`config.mk`:
```
export PLATFORM = sky130hd
export DESIGN_NAME = seg_scan_flat
export DESIGN_NICKNAME = d
export VERILOG_FILES = /design/src/rtl/seg_scan_if.sv /design/src/rtl/seg_scan.sv /design/src/flat_wrapper.sv
export SDC_FILE = /design/constraint.sdc
export NUM_CORES = 1
export LEC_CHECK = 0
export CAP_MARGIN = 10
export CORE_AREA = 4 4 117 97
export CTS_BUF_LIST = sky130_fd_sc_hd__clkbuf_8
export DETAILED_ROUTE_END_ITERATION = 7
export DIE_AREA = 0 0 121 101
export PLACE_DENSITY = 0.47
export RECOVER_POWER = 25
export SLEW_MARGIN = 20
export SYNTH_ARGS = -nofsm -noshare
export SYNTH_HDL_FRONTEND = slang
export SYNTH_SLANG_ARGS = --single-unit
```
`constraint.sdc`:
```
create_clock -name clk -period 5 [get_ports clk]
set_clock_uncertainty 0.1 [all_clocks]
set_input_delay 0.5 -clock clk [delete_from_list [all_inputs] [get_ports clk]]
set_output_delay 0.5 -clock clk [all_outputs]
set_load 0.02 [all_outputs]
```
`src/rtl/seg_scan_if.sv`:
```
// Bus bundle for the seg_scan display scanner: display-register write port,
// leading-zero control, and the registered segment/anode/frame outputs.
interface seg_scan_if;
  logic        wr_en;
  logic [15:0] wr_data;
  logic [3:0]  wr_dp;
  logic        lz_en;
  logic [7:0]  seg;
  logic [3:0]  an;
  logic        frame_done;

  // Host side: writes the display value, observes the scan outputs.
  modport master (
    output wr_en, wr_data, wr_dp, lz_en,
    input  seg, an, frame_done
  );

  // Scanner side.
  modport slave (
    input  wr_en, wr_data, wr_dp, lz_en,
    output seg, an, frame_done
  );
endinterface

```
`src/rtl/seg_scan.sv`:
```
// Four-digit multiplexed 7-segment scanner with double-buffered display
// registers (tear-free frame commit), per-slot anti-ghost blanking and
// optional leading-zero suppression. All outputs are registered and lag
// the scan state they reflect by exactly one cycle.
module seg_scan #(
  parameter int DIV   = 50000,  // cycles per digit slot
  parameter int BLANK = 500     // blanking cycles at the start of each slot
) (
  input  logic       clk,
  input  logic       rst,
  seg_scan_if.slave  bus
);

  localparam int CW = (DIV > 1) ? $clog2(DIV) : 1;

  if (DIV < 4) begin : g_bad_div
    $error("seg_scan: DIV must be >= 4");
  end
  if (BLANK < 1 || BLANK >= DIV) begin : g_bad_blank
    $error("seg_scan: BLANK must satisfy 1 <= BLANK < DIV");
  end

  typedef enum logic {
    ST_BLANK = 1'b0,
    ST_SHOW  = 1'b1
  } state_t;

  state_t         r_state;
  logic [CW-1:0]  r_cnt;
  logic [1:0]     r_idx;
  logic [15:0]    r_pend_val;
  logic [3:0]     r_pend_dp;
  logic [15:0]    r_cur_val;
  logic [3:0]     r_cur_dp;
  logic [7:0]     r_seg;
  logic [3:0]     r_an;
  logic           r_frame_done;

  logic           w_wrap;
  logic           w_frame_end;
  logic [3:0]     w_nib;
  logic [6:0]     w_dec;
  logic           w_sup;

  assign w_wrap      = (r_cnt == CW'(DIV - 1));
  assign w_frame_end = w_wrap && (r_idx == 2'd3);

  // Select the committed nibble for the current digit and decide suppression.
  always_comb begin
    // NOTE: every always_comb output gets a default first so no path can infer a latch.
    w_nib = r_cur_val[3:0];
    w_sup = 1'b0;
    case (r_idx)
      2'd0: begin
        w_nib = r_cur_val[3:0];
        w_sup = 1'b0;
      end
      2'd1: begin
        w_nib = r_cur_val[7:4];
        w_sup = bus.lz_en && (r_cur_val[15:4] == 12'h000);
      end
      2'd2: begin
        w_nib = r_cur_val[11:8];
        w_sup = bus.lz_en && (r_cur_val[15:8] == 8'h00);
      end
      default: begin
        w_nib = r_cur_val[15:12];
        w_sup = bus.lz_en && (r_cur_val[15:12] == 4'h0);
      end
    endcase
  end

  // Hex decoder, active-low segments g..a.
  always_comb begin
    w_dec = 7'h7F;
    case (w_nib)
      4'h0: w_dec = 7'h40;
      4'h1: w_dec = 7'h79;
      4'h2: w_dec = 7'h24;
      4'h3: w_dec = 7'h30;
      4'h4: w_dec = 7'h19;
      4'h5: w_dec = 7'h12;
      4'h6: w_dec = 7'h02;
      4'h7: w_dec = 7'h78;
      4'h8: w_dec = 7'h00;
      4'h9: w_dec = 7'h10;
      4'hA: w_dec = 7'h20;
      4'hB: w_dec = 7'h03;
      4'hC: w_dec = 7'h46;
      4'hD: w_dec = 7'h21;
      4'hE: w_dec = 7'h06;
      default: w_dec = 7'h0E;
    endcase
  end

  // Pending/committed display registers; commit happens on the visible
  // frame_done cycle, which always falls in a blanked slot start, so a
  // frame is never shown with mixed old/new digits.
  always_ff @(posedge clk) begin
    // NOTE: these are a handful of flops, not a memory array, so resetting them is cheap and required.
    if (rst) begin
      r_pend_val <= 16'h0000;
      r_pend_dp  <= 4'h0;
      r_cur_val  <= 16'h0000;
      r_cur_dp   <= 4'h0;
    end else begin
      if (bus.wr_en) begin
        r_pend_val <= bus.wr_data;
        r_pend_dp  <= bus.wr_dp;
      end
      if (r_frame_done) begin
        r_cur_val <= bus.wr_en ? bus.wr_data : r_pend_val;
        r_cur_dp  <= bus.wr_en ? bus.wr_dp   : r_pend_dp;
      end
    end
  end

  // Scan FSM: slot counter, digit index, blank/show state and registered outputs.
  always_ff @(posedge clk) begin
    // NOTE: sequential state uses non-blocking assignment so all flops update from pre-edge values.
    if (rst) begin
      r_state      <= ST_BLANK;
      r_cnt        <= '0;
      r_idx        <= 2'd0;
      r_an         <= 4'b1111;
      r_seg        <= 8'hFF;
      r_frame_done <= 1'b0;
    end else begin
      r_frame_done <= w_frame_end;
      if (r_state == ST_SHOW && !w_sup) begin
        r_an  <= ~(4'b0001 << r_idx);
        r_seg <= {~r_cur_dp[r_idx], w_dec};
      end else begin
        r_an  <= 4'b1111;
        r_seg <= 8'hFF;
      end

      if (w_wrap) begin
        r_cnt   <= '0;
        r_idx   <= r_idx + 2'd1;
        r_state <= ST_BLANK;
      end else begin
        r_cnt <= r_cnt + 1'b1;
        if (r_cnt == CW'(BLANK - 1)) begin
          r_state <= ST_SHOW;
        end
      end
    end
  end

  assign bus.seg        = r_seg;
  assign bus.an         = r_an;
  assign bus.frame_done = r_frame_done;

endmodule

```
`src/flat_wrapper.sv`:
```
// flat-port wrapper written by rule: the top's interface ports become plain ports
module seg_scan_flat 
#(
  parameter int DIV   = 50000,                          
  parameter int BLANK = 500                                                 
)
  (clk, rst, bus_wr_en, bus_wr_data, bus_wr_dp, bus_lz_en, bus_seg, bus_an, bus_frame_done);
  seg_scan_if bus_i ();
  input  logic clk;
  input  logic rst;
  input wire logic [$bits(bus_i.wr_en)-1:0] bus_wr_en;
  input wire logic [$bits(bus_i.wr_data)-1:0] bus_wr_data;
  input wire logic [$bits(bus_i.wr_dp)-1:0] bus_wr_dp;
  input wire logic [$bits(bus_i.lz_en)-1:0] bus_lz_en;
  output wire logic [$bits(bus_i.seg)-1:0] bus_seg;
  output wire logic [$bits(bus_i.an)-1:0] bus_an;
  output wire logic [$bits(bus_i.frame_done)-1:0] bus_frame_done;
  assign bus_i.wr_en = bus_wr_en;
  assign bus_i.wr_data = bus_wr_data;
  assign bus_i.wr_dp = bus_wr_dp;
  assign bus_i.lz_en = bus_lz_en;
  assign bus_seg = bus_i.seg;
  assign bus_an = bus_i.an;
  assign bus_frame_done = bus_i.frame_done;
  seg_scan #(.DIV(DIV), .BLANK(BLANK)) u_core (.clk(clk), .rst(rst), .bus(bus_i));
endmodule
```
==> metrics.md, run 1 <==
| Metric | Value |
|---|---|
| Status | `finished with violations` |
| Violated checks | `max-capacitance violations, max-slew violations` |
| Buffer count from post-CTS setup fixing | `0` |
| Post-CTS Hold Buffers | `0` |
| Total power | `1.14 mW` |
| First-pass GRT wire length | `9.96 mm` |
| GRT Residual Overflow | `0` |
| Die outline area | `12,200 um^2` |
| Standby leakage power | `1.28 nW` |
| Yosys warnings | `0` |
| Residual antenna-violating net count after detailed routing | `0` |
| WL/cell | `12.2 um` |
| Clock latency at the later pin of the worst-skew pair | `0.34 ns` |
| DP Cell Count | `468` |
| Synthesis-stage register bit count | `72` |
| Net count, final | `375` |
| Final-report setup violation count | `0` |
| Worst-margin pin slew | `1.88 ns` |
| Placed wire-length estimate | `4.18 mm` |
| Data required time at the worst endpoint | `5.07 ns` |
| Synthesized netlist net count | `340` |
| Vias in the first global route | `1,973` |
| Core area | `10,100 um^2` |
| Per-instance average area after synthesis | `9.78 um^2` |
| CP Capture Type | `register` |
| Horizontal extent of the die | `121 um` |
| P&R area growth vs syn | `23.6%` |
| Cell Chain, Critical Path | `dlygate4sd3_1 -> clkbuf_1 -> nand2b_1 -> a41oi_1 -> o221ai_1` |
| Final routed wirelength across all metal layers | `5.88 mm` |
| # rows | `33` |
| Number of cells upsized or downsized after cts | `0` |
| Fraction of final layout cells with drive strength greater than 1 | `7.85%` |
| Count of endpoints failing hold in the final timing report | `0` |
| Cell count after synthesis | `304` |
| Pin count of the biggest net entering global routing | `47` |
| Final-report max-slew violation count | `47` |
| Final period demand of the worst path | `3.12 ns` |
| Worst max-slew margin expressed relative to the limit | `-25.4%` |
| Highest-count cells in the layout ignoring fill and taps | `72 x sky130_fd_sc_hd__dfxtp_1, 68 x sky130_fd_sc_hd__nor2_1, 35 x sky130_fd_sc_hd__clkdlybuf4s50_1` |
| Depth of the worst hold-timing path | `1` |
| Placement Cell Area | `3460 um^2` |
| Tot GR Track Use | `10.4%` |
| Final antenna diode count | `0` |
| Clock tree from TritonCTS | `yes` |
| Drt pass-1 iters | `6` |
| Number of vias after detailed routing | `2,142` |
| Root buffer cell | `sky130_fd_sc_hd__clkbuf_8` |
| Area occupied by registers | `1440 um^2` |
| Number of antenna violations at the first check in global routing | `0` |
| Endpoint arrival time on the critical path | `3.18 ns` |
| Netlist area before placement | `2970 um^2` |
| Vias/cell | `4.43` |
| Worst path top cell family by delay | `buffers and inverters` |
| Kind of critical path | `input port to register` |
| Peak VDD IR | `0.151 mV` |
| Htree depth | `3` |
| Die outline height | `101 um` |
| DRC violations left | `0` |
| Number of distinct library cell variants in the gate-level netlist after synthesis | `42` |
| Count of max-cap constraint violations | `1` |
| Setup repair after global routing missed its margin | `false` |
| Critical Path Stages | `5` |
| Fill count | `1,044` |
| Setup slack after layout | `1.88 ns` |
| Number of buffers and inverters on the critical path | `2` |
| Achievable clock frequency | `321 MHz` |
| Post-Route Utilization | `36.4%` |
| Maximum fanout count along the critical path | `46` |
| Final TNS setup | `0 ns` |
| Boundary pin count | `37` |
| Delay of the slowest cell on the worst path | `0.75 ns` |
| Area of all placed cells without fillers | `3680 um^2` |
| Number of buffers created by CTS | `9` |
| Cell at the slowest stage of the critical path | `sky130_fd_sc_hd__a41oi_1` |
| Port Buf Inserts | `36` |
| Sequential share of the synthesized area | `48.5%` |
| Initial Util | `29.4%` |
| Worst hold slack across all endpoints | `0.375 ns` |
| Number of sinks on the clock net | `72` |
| Element type at the critical path start | `input port` |
| Number of cells in the finished layout apart from fillers | `484` |
| Worst Reg-to-Reg Cells | `8` |
| Post-placement setup slack | `2.28 ns` |
| Ratio of total power to cell area | `311 nW/um^2` |
| Worst hold path class | `register to register` |
| Iteration-0 DRC Markers | `110` |
| Multi-input gate area in the final layout | `1420 um^2` |
| Tcrit/Tclk final | `62.3%` |
| Clock transition at the registers of the reported paths | `0.07 ns` |
| Routability congestion estimate from global placement | `0.813` |
| Buffer levels on the longest clock path | `2` |
| Most common cell after layout, fill and taps aside | `sky130_fd_sc_hd__dfxtp_1` |
==> worst reg2reg max path, delay by kind of cell, from the launching register on <==
| kind | cells | cell delay, ns |
|---|---|---|
| mux | 3 | 0.78 |
| simple gates | 1 | 0.07 |
| buf+inv | 1 | 0.19 |
| fa+ha+maj | 2 | 0.64 |
| compound gates | 1 | 0.16 |
| flops | 1 | 0.47 |
==> metal layers <==
| layer | vias to the layer above | global-route usage, % | share of wire (%) |
|---|---|---|---|
| met4 | 0 | 3.92 | 1.4 |
| met1 | 967 | 15.6 | 57 |
| met2 | 40 | 13.0 | 37 |
| met5 | - | 0 | 0 |
| li1 | 1128 | - | - |
| met3 | 7 | 3.98 | 4.1 |
==> path summary, 6_finish.rpt <==
check | from | end | slack [ns]
setup reg to reg | u_core.r_idx[0] | u_core.bus.seg[5] | 2.44
hold / removal | u_core.r_cnt[0] | u_core.r_cnt[0] | 0.37
hold reg to reg | u_core.r_cnt[0] | u_core.r_cnt[0] | 0.37
setup / recovery | rst | u_core.bus.seg[4] | 1.88
==> power breakdown <==
group | switching (mW) | internal (mW)
logic | 0.0243 | 0.0286
registers | 0.00409 | 0.584
clock network | 0.221 | 0.280
total | 0.249 | 0.894
==> registers in the layout, summed over array words and instances (netlist names), 2 cells and up <==
name	count
u_core.r_pend_val	16
u_core.bus.seg	8
u_core.r_cur_val	16
u_core.r_idx	2
u_core.r_cur_dp	4
u_core.r_cnt	16
u_core.r_pend_dp	4
u_core.bus.an	4
==> kinds of logic after synthesis <==
logic type,Yosys count,synth area share [%]
xor+xnor,15,4.42
buf+inv,26,3.79
mux,33,12.2
compound gates,34,8.96
flops,72,48.5
fa+ha+maj,12,5.05
simple gates,112,17.2
==> area by class of cell <==
type	instances	share of cell area (%)
well taps	140	4.76
flip-flops and latches	72	39.2
repair buffers	39	10.3
inverters	11	1.12
clock inverters	7	2.62
clock buffers	9	3.37
multi-input cells	206	38.6
==> synth_stat cells (all sizes together) <==
cell | count | area share (%)
a41oi | 1 | 0.29
clkbuf | 10 | 1.3
nand4b | 1 | 0.29
a21oi | 1 | 0.17
mux2 | 2 | 0.76
xor2 | 3 | 0.88
nor4 | 4 | 1.1
inv | 11 | 1.4
dfxtp | 72 | 48
or2b | 1 | 0.25
nand2 | 15 | 1.9
a32oi | 1 | 0.29
nand4 | 2 | 0.42
nand2b | 2 | 0.42
o211ai | 1 | 0.25
and3b | 2 | 0.59
nand3 | 7 | 1.3
o22ai | 1 | 0.21
and3 | 2 | 0.42
or2 | 1 | 0.21
xnor2 | 12 | 3.5
ha | 12 | 5.0
a211oi | 20 | 5.0
nor4b | 2 | 0.59
or4 | 1 | 0.25
a22oi | 1 | 0.42
buf | 5 | 1.1
o21ai | 2 | 0.34
mux2i | 30 | 11
o221ai | 2 | 0.59
a222oi | 4 | 1.3
nor2 | 68 | 8.6
mux4 | 1 | 0.76
nor3 | 4 | 0.84
No activity file was read; power rests on OpenSTA's default activity.
==> run 2: changes to the inputs <==
PLACE_DENSITY = 0.49   (was 0.47)
clock period = 2.7 ns   (was 5 ns; I/O delays follow)
==> run 2 against run 1 <==
The flow now finishes without violations; clock power increased by 110%; combinational power rose by 88%; via count up 0.47%; first-iteration DRC count rose by 7.3%; register-to-register slack worse by 2.2 ns; sequential power grew 85%; critical path depth increased by 2; critical endpoint is now u_core.bus.seg[1]; largest cell class unchanged; highest routed layer unchanged.
==> metrics.md, run 2 (synthesis results as in run 1) <==
| Metric | Value |
|---|---|
| Achievable clock frequency | `406 MHz` |
| Worst Hold Path EP | `u_core.r_cnt[0]` |
| Tcrit/Tclk final | `91.2%` |
| Biggest registers after layout | `u_core.r_cnt (16), u_core.r_cur_val (16), u_core.r_pend_val (16)` |
| FF-to-FF setup slack | `0.24 ns (-2.20 ns)` |
| Kind of critical path | `register to register` |
| Net count, final | `376 (+0.27%)` |
| Most common cell after layout, fill and taps aside | `sky130_fd_sc_hd__dfxtp_1` |
| # rows | `33 (unchanged)` |
| Routed metal-1 wirelength | `3.12 mm (-7.1%)` |
| Post-CTS Hold Buffers | `0 (unchanged)` |
| Placed wire-length estimate | `4.23 mm (+1.4%)` |
| Cell at the slowest stage of the critical path | `sky130_fd_sc_hd__mux2i_1` |
| Vias/cell | `4.44 (+0.26%)` |
| Clock latency at the later pin of the worst-skew pair | `0.35 ns (about the same)` |
| Core area | `10,100 um^2 (unchanged)` |
| Crit Reg-Reg Endpoint | `u_core.bus.seg[1]` |
| Number of antenna violations at the first check in global routing | `0 (unchanged)` |
| Worst-margin pin slew | `0.858 ns (-1.02 ns)` |
| Multi-input gate area in the final layout | `1420 um^2 (+0.26%)` |
| GRT Residual Overflow | `0 (unchanged)` |
| Worst max-slew margin expressed relative to the limit | `42.8% (+68 points)` |
| DRC violations left | `0 (unchanged)` |
| Fill count | `1,044 (unchanged)` |
| Highest-count cells in the layout ignoring fill and taps | `72 x sky130_fd_sc_hd__dfxtp_1, 68 x sky130_fd_sc_hd__nor2_1, 35 x sky130_fd_sc_hd__clkdlybuf4s50_1` |
| Iteration-0 DRC Markers | `118 (+7.3%)` |
| Final antenna diode count | `0 (unchanged)` |
| Worst hold path class | `register to register` |
| Htree depth | `3 (unchanged)` |
| Fraction of final layout cells with drive strength greater than 1 | `8.41% (+0.56 points)` |
| Die outline area | `12,200 um^2 (unchanged)` |
| Final routed wirelength across all metal layers | `5.99 mm (+1.8%)` |
| Ratio of total power to cell area | `597 nW/um^2 (+92%)` |
| Buffer levels on the longest clock path | `2 (unchanged)` |
| Peak VDD IR | `0.269 mV (+79%)` |
| Buffer count from post-CTS setup fixing | `0 (unchanged)` |
| Count of max-cap constraint violations | `0 (-1)` |
| Root buffer cell | `sky130_fd_sc_hd__clkbuf_8` |
| Clock tree from TritonCTS | `yes` |
| Area occupied by registers | `1440 um^2 (unchanged)` |
| Count of endpoints failing hold in the final timing report | `0 (unchanged)` |
| Data required time at the worst endpoint | `2.83 ns (-2.24 ns)` |
| Clock transition at the registers of the reported paths | `0.08 ns (about the same)` |
| Delay of the slowest cell on the worst path | `0.49 ns (-0.26 ns)` |
| Maximum fanout count along the critical path | `6 (-87%)` |
| Tot GR Track Use | `10.6% (+0.26 points)` |
| Post-Route Utilization | `36.7% (+0.37 points)` |
| Die outline height | `101 um (unchanged)` |
| Met2 Routed Length | `2.38 mm (+8.2%)` |
| Vias in the first global route | `2,032 (+3.0%)` |
| Pin count of the biggest net entering global routing | `45 (-4.3%)` |
| Endpoint arrival time on the critical path | `2.59 ns (-0.59 ns)` |
| First-pass GRT wire length | `10.2 mm (+2.5%)` |
| Residual antenna-violating net count after detailed routing | `0 (unchanged)` |
| Number of cells upsized or downsized after cts | `0 (unchanged)` |
| Initial Util | `29.4% (unchanged)` |
| Number of vias after detailed routing | `2,152 (+0.47%)` |
| Reg-to-reg startpoint | `u_core.r_idx[0]` |
| Standby leakage power | `1.32 nW (+2.8%)` |
| Final-report setup violation count | `0 (unchanged)` |
| Number of buffers created by CTS | `9 (unchanged)` |
| Port Buf Inserts | `36 (unchanged)` |
| Setup repair after global routing missed its margin | `false` |
| Depth of the worst hold-timing path | `1 (unchanged)` |
| Number of sinks on the clock net | `72 (unchanged)` |
| Final period demand of the worst path | `2.46 ns` |
| CP Capture Type | `register` |
| Drt pass-1 iters | `5 (-1)` |
| Final-report max-slew violation count | `0 (-100%)` |
| Element type at the critical path start | `register` |
| Detailed route wirelength on metal3 | `426 um (+75%)` |
| Worst Reg-to-Reg Cells | `7 (-1)` |
| Horizontal extent of the die | `121 um (unchanged)` |
| P&R area growth vs syn | `24.9%` |
| Routability congestion estimate from global placement | `0.834 (+2.5%)` |
| Start point of the worst min-delay path | `u_core.r_cnt[0]` |
| Cell Chain, Critical Path | `ha_1 -> mux2i_1 -> inv_1 -> ha_1 -> mux2i_1 -> a32oi_1 -> nand2_1` |
| WL/cell | `12.3 um (+1.6%)` |
| Final TNS setup | `0 ns (unchanged)` |
| Status | `completed` |
| Uppermost metal layer occupied by signal nets | `met4` |
| Boundary pin count | `37 (unchanged)` |
-- run 2: cell count changes in the layout (fill, tap and decap cells not counted), sizes merged --
cell      before  now
clkinvlp       3    0
buf            2    3
bufinv         2    3
clkbuf        10   11
inv           11   12
-- run 2: routing by layer --
layer | up-vias | global-route usage, %
met2 | 61 | 13.9
met5 | - | 0
met1 | 964 | 15.3
met3 | 4 | 4.88
li1 | 1123 | -
met4 | 0 | 3.22
-- run 2: how the worst max path moves through the flow --
stage | slack, ns | startpoint | cells after the start | endpoint
floorplan | 0.38 | u_core.r_idx[0] | 8 | u_core.bus.seg[5]
global placement | 0.31 | u_core.r_idx[0] | 7 | u_core.bus.seg[5]
detailed placement | 0.19 | u_core.r_idx[0] | 7 | u_core.bus.seg[5]
CTS | 0.16 | u_core.r_idx[0] | 7 | u_core.bus.seg[5]
global route | 0.05 | u_core.r_idx[0] | 7 | u_core.bus.seg[1]
finish | 0.24 | u_core.r_idx[0] | 7 | u_core.bus.seg[1]
-- run 2: metrics by stage --
step                hold WS [ns]  instance area (um^2)  power (mW)  instances  setup slack, ns
floorplan                  0.330                  2970        1.17        304            0.378
global placement           0.349                  3470        1.22        469            0.311
CTS                        0.375                  3710        2.26        485            0.164
global route               0.398                  3710        2.31        485           0.0458
detailed placement         0.357                  3470        1.22        469            0.194
finish                     0.374                  3710        2.22        485            0.238
-- run 2: critical path: cells and delay by family, from the launching register on --
family / cells / cell delay, ns
multiplexers: 2 / 0.56
buffers and inverters: 1 / 0.18
AND/OR/NAND/NOR: 1 / 0.08
AO/OA/AOI/OAI: 1 / 0.22
adder cells (fa/ha/maj): 2 / 0.75
flip-flops: 1 / 0.47
-- run 2: where the power goes --
| part | internal (mW) | switching [mW] |
|---|---|---|
| Combinational | 0.0529 | 0.0465 |
| Clock | 0.636 | 0.392 |
| Sequential | 1.08 | 0.00759 |
| Total | 1.77 | 0.446 |
-- run 2: layout make-up --
class,count,share of cell area (%)
clock buffers,10,3.70
clock inverters,6,2.90
flip-flops and latches,72,38.8
repair buffers,40,10.4
multi-input cells,206,38.3
inverters,11,1.11
well taps,140,4.72
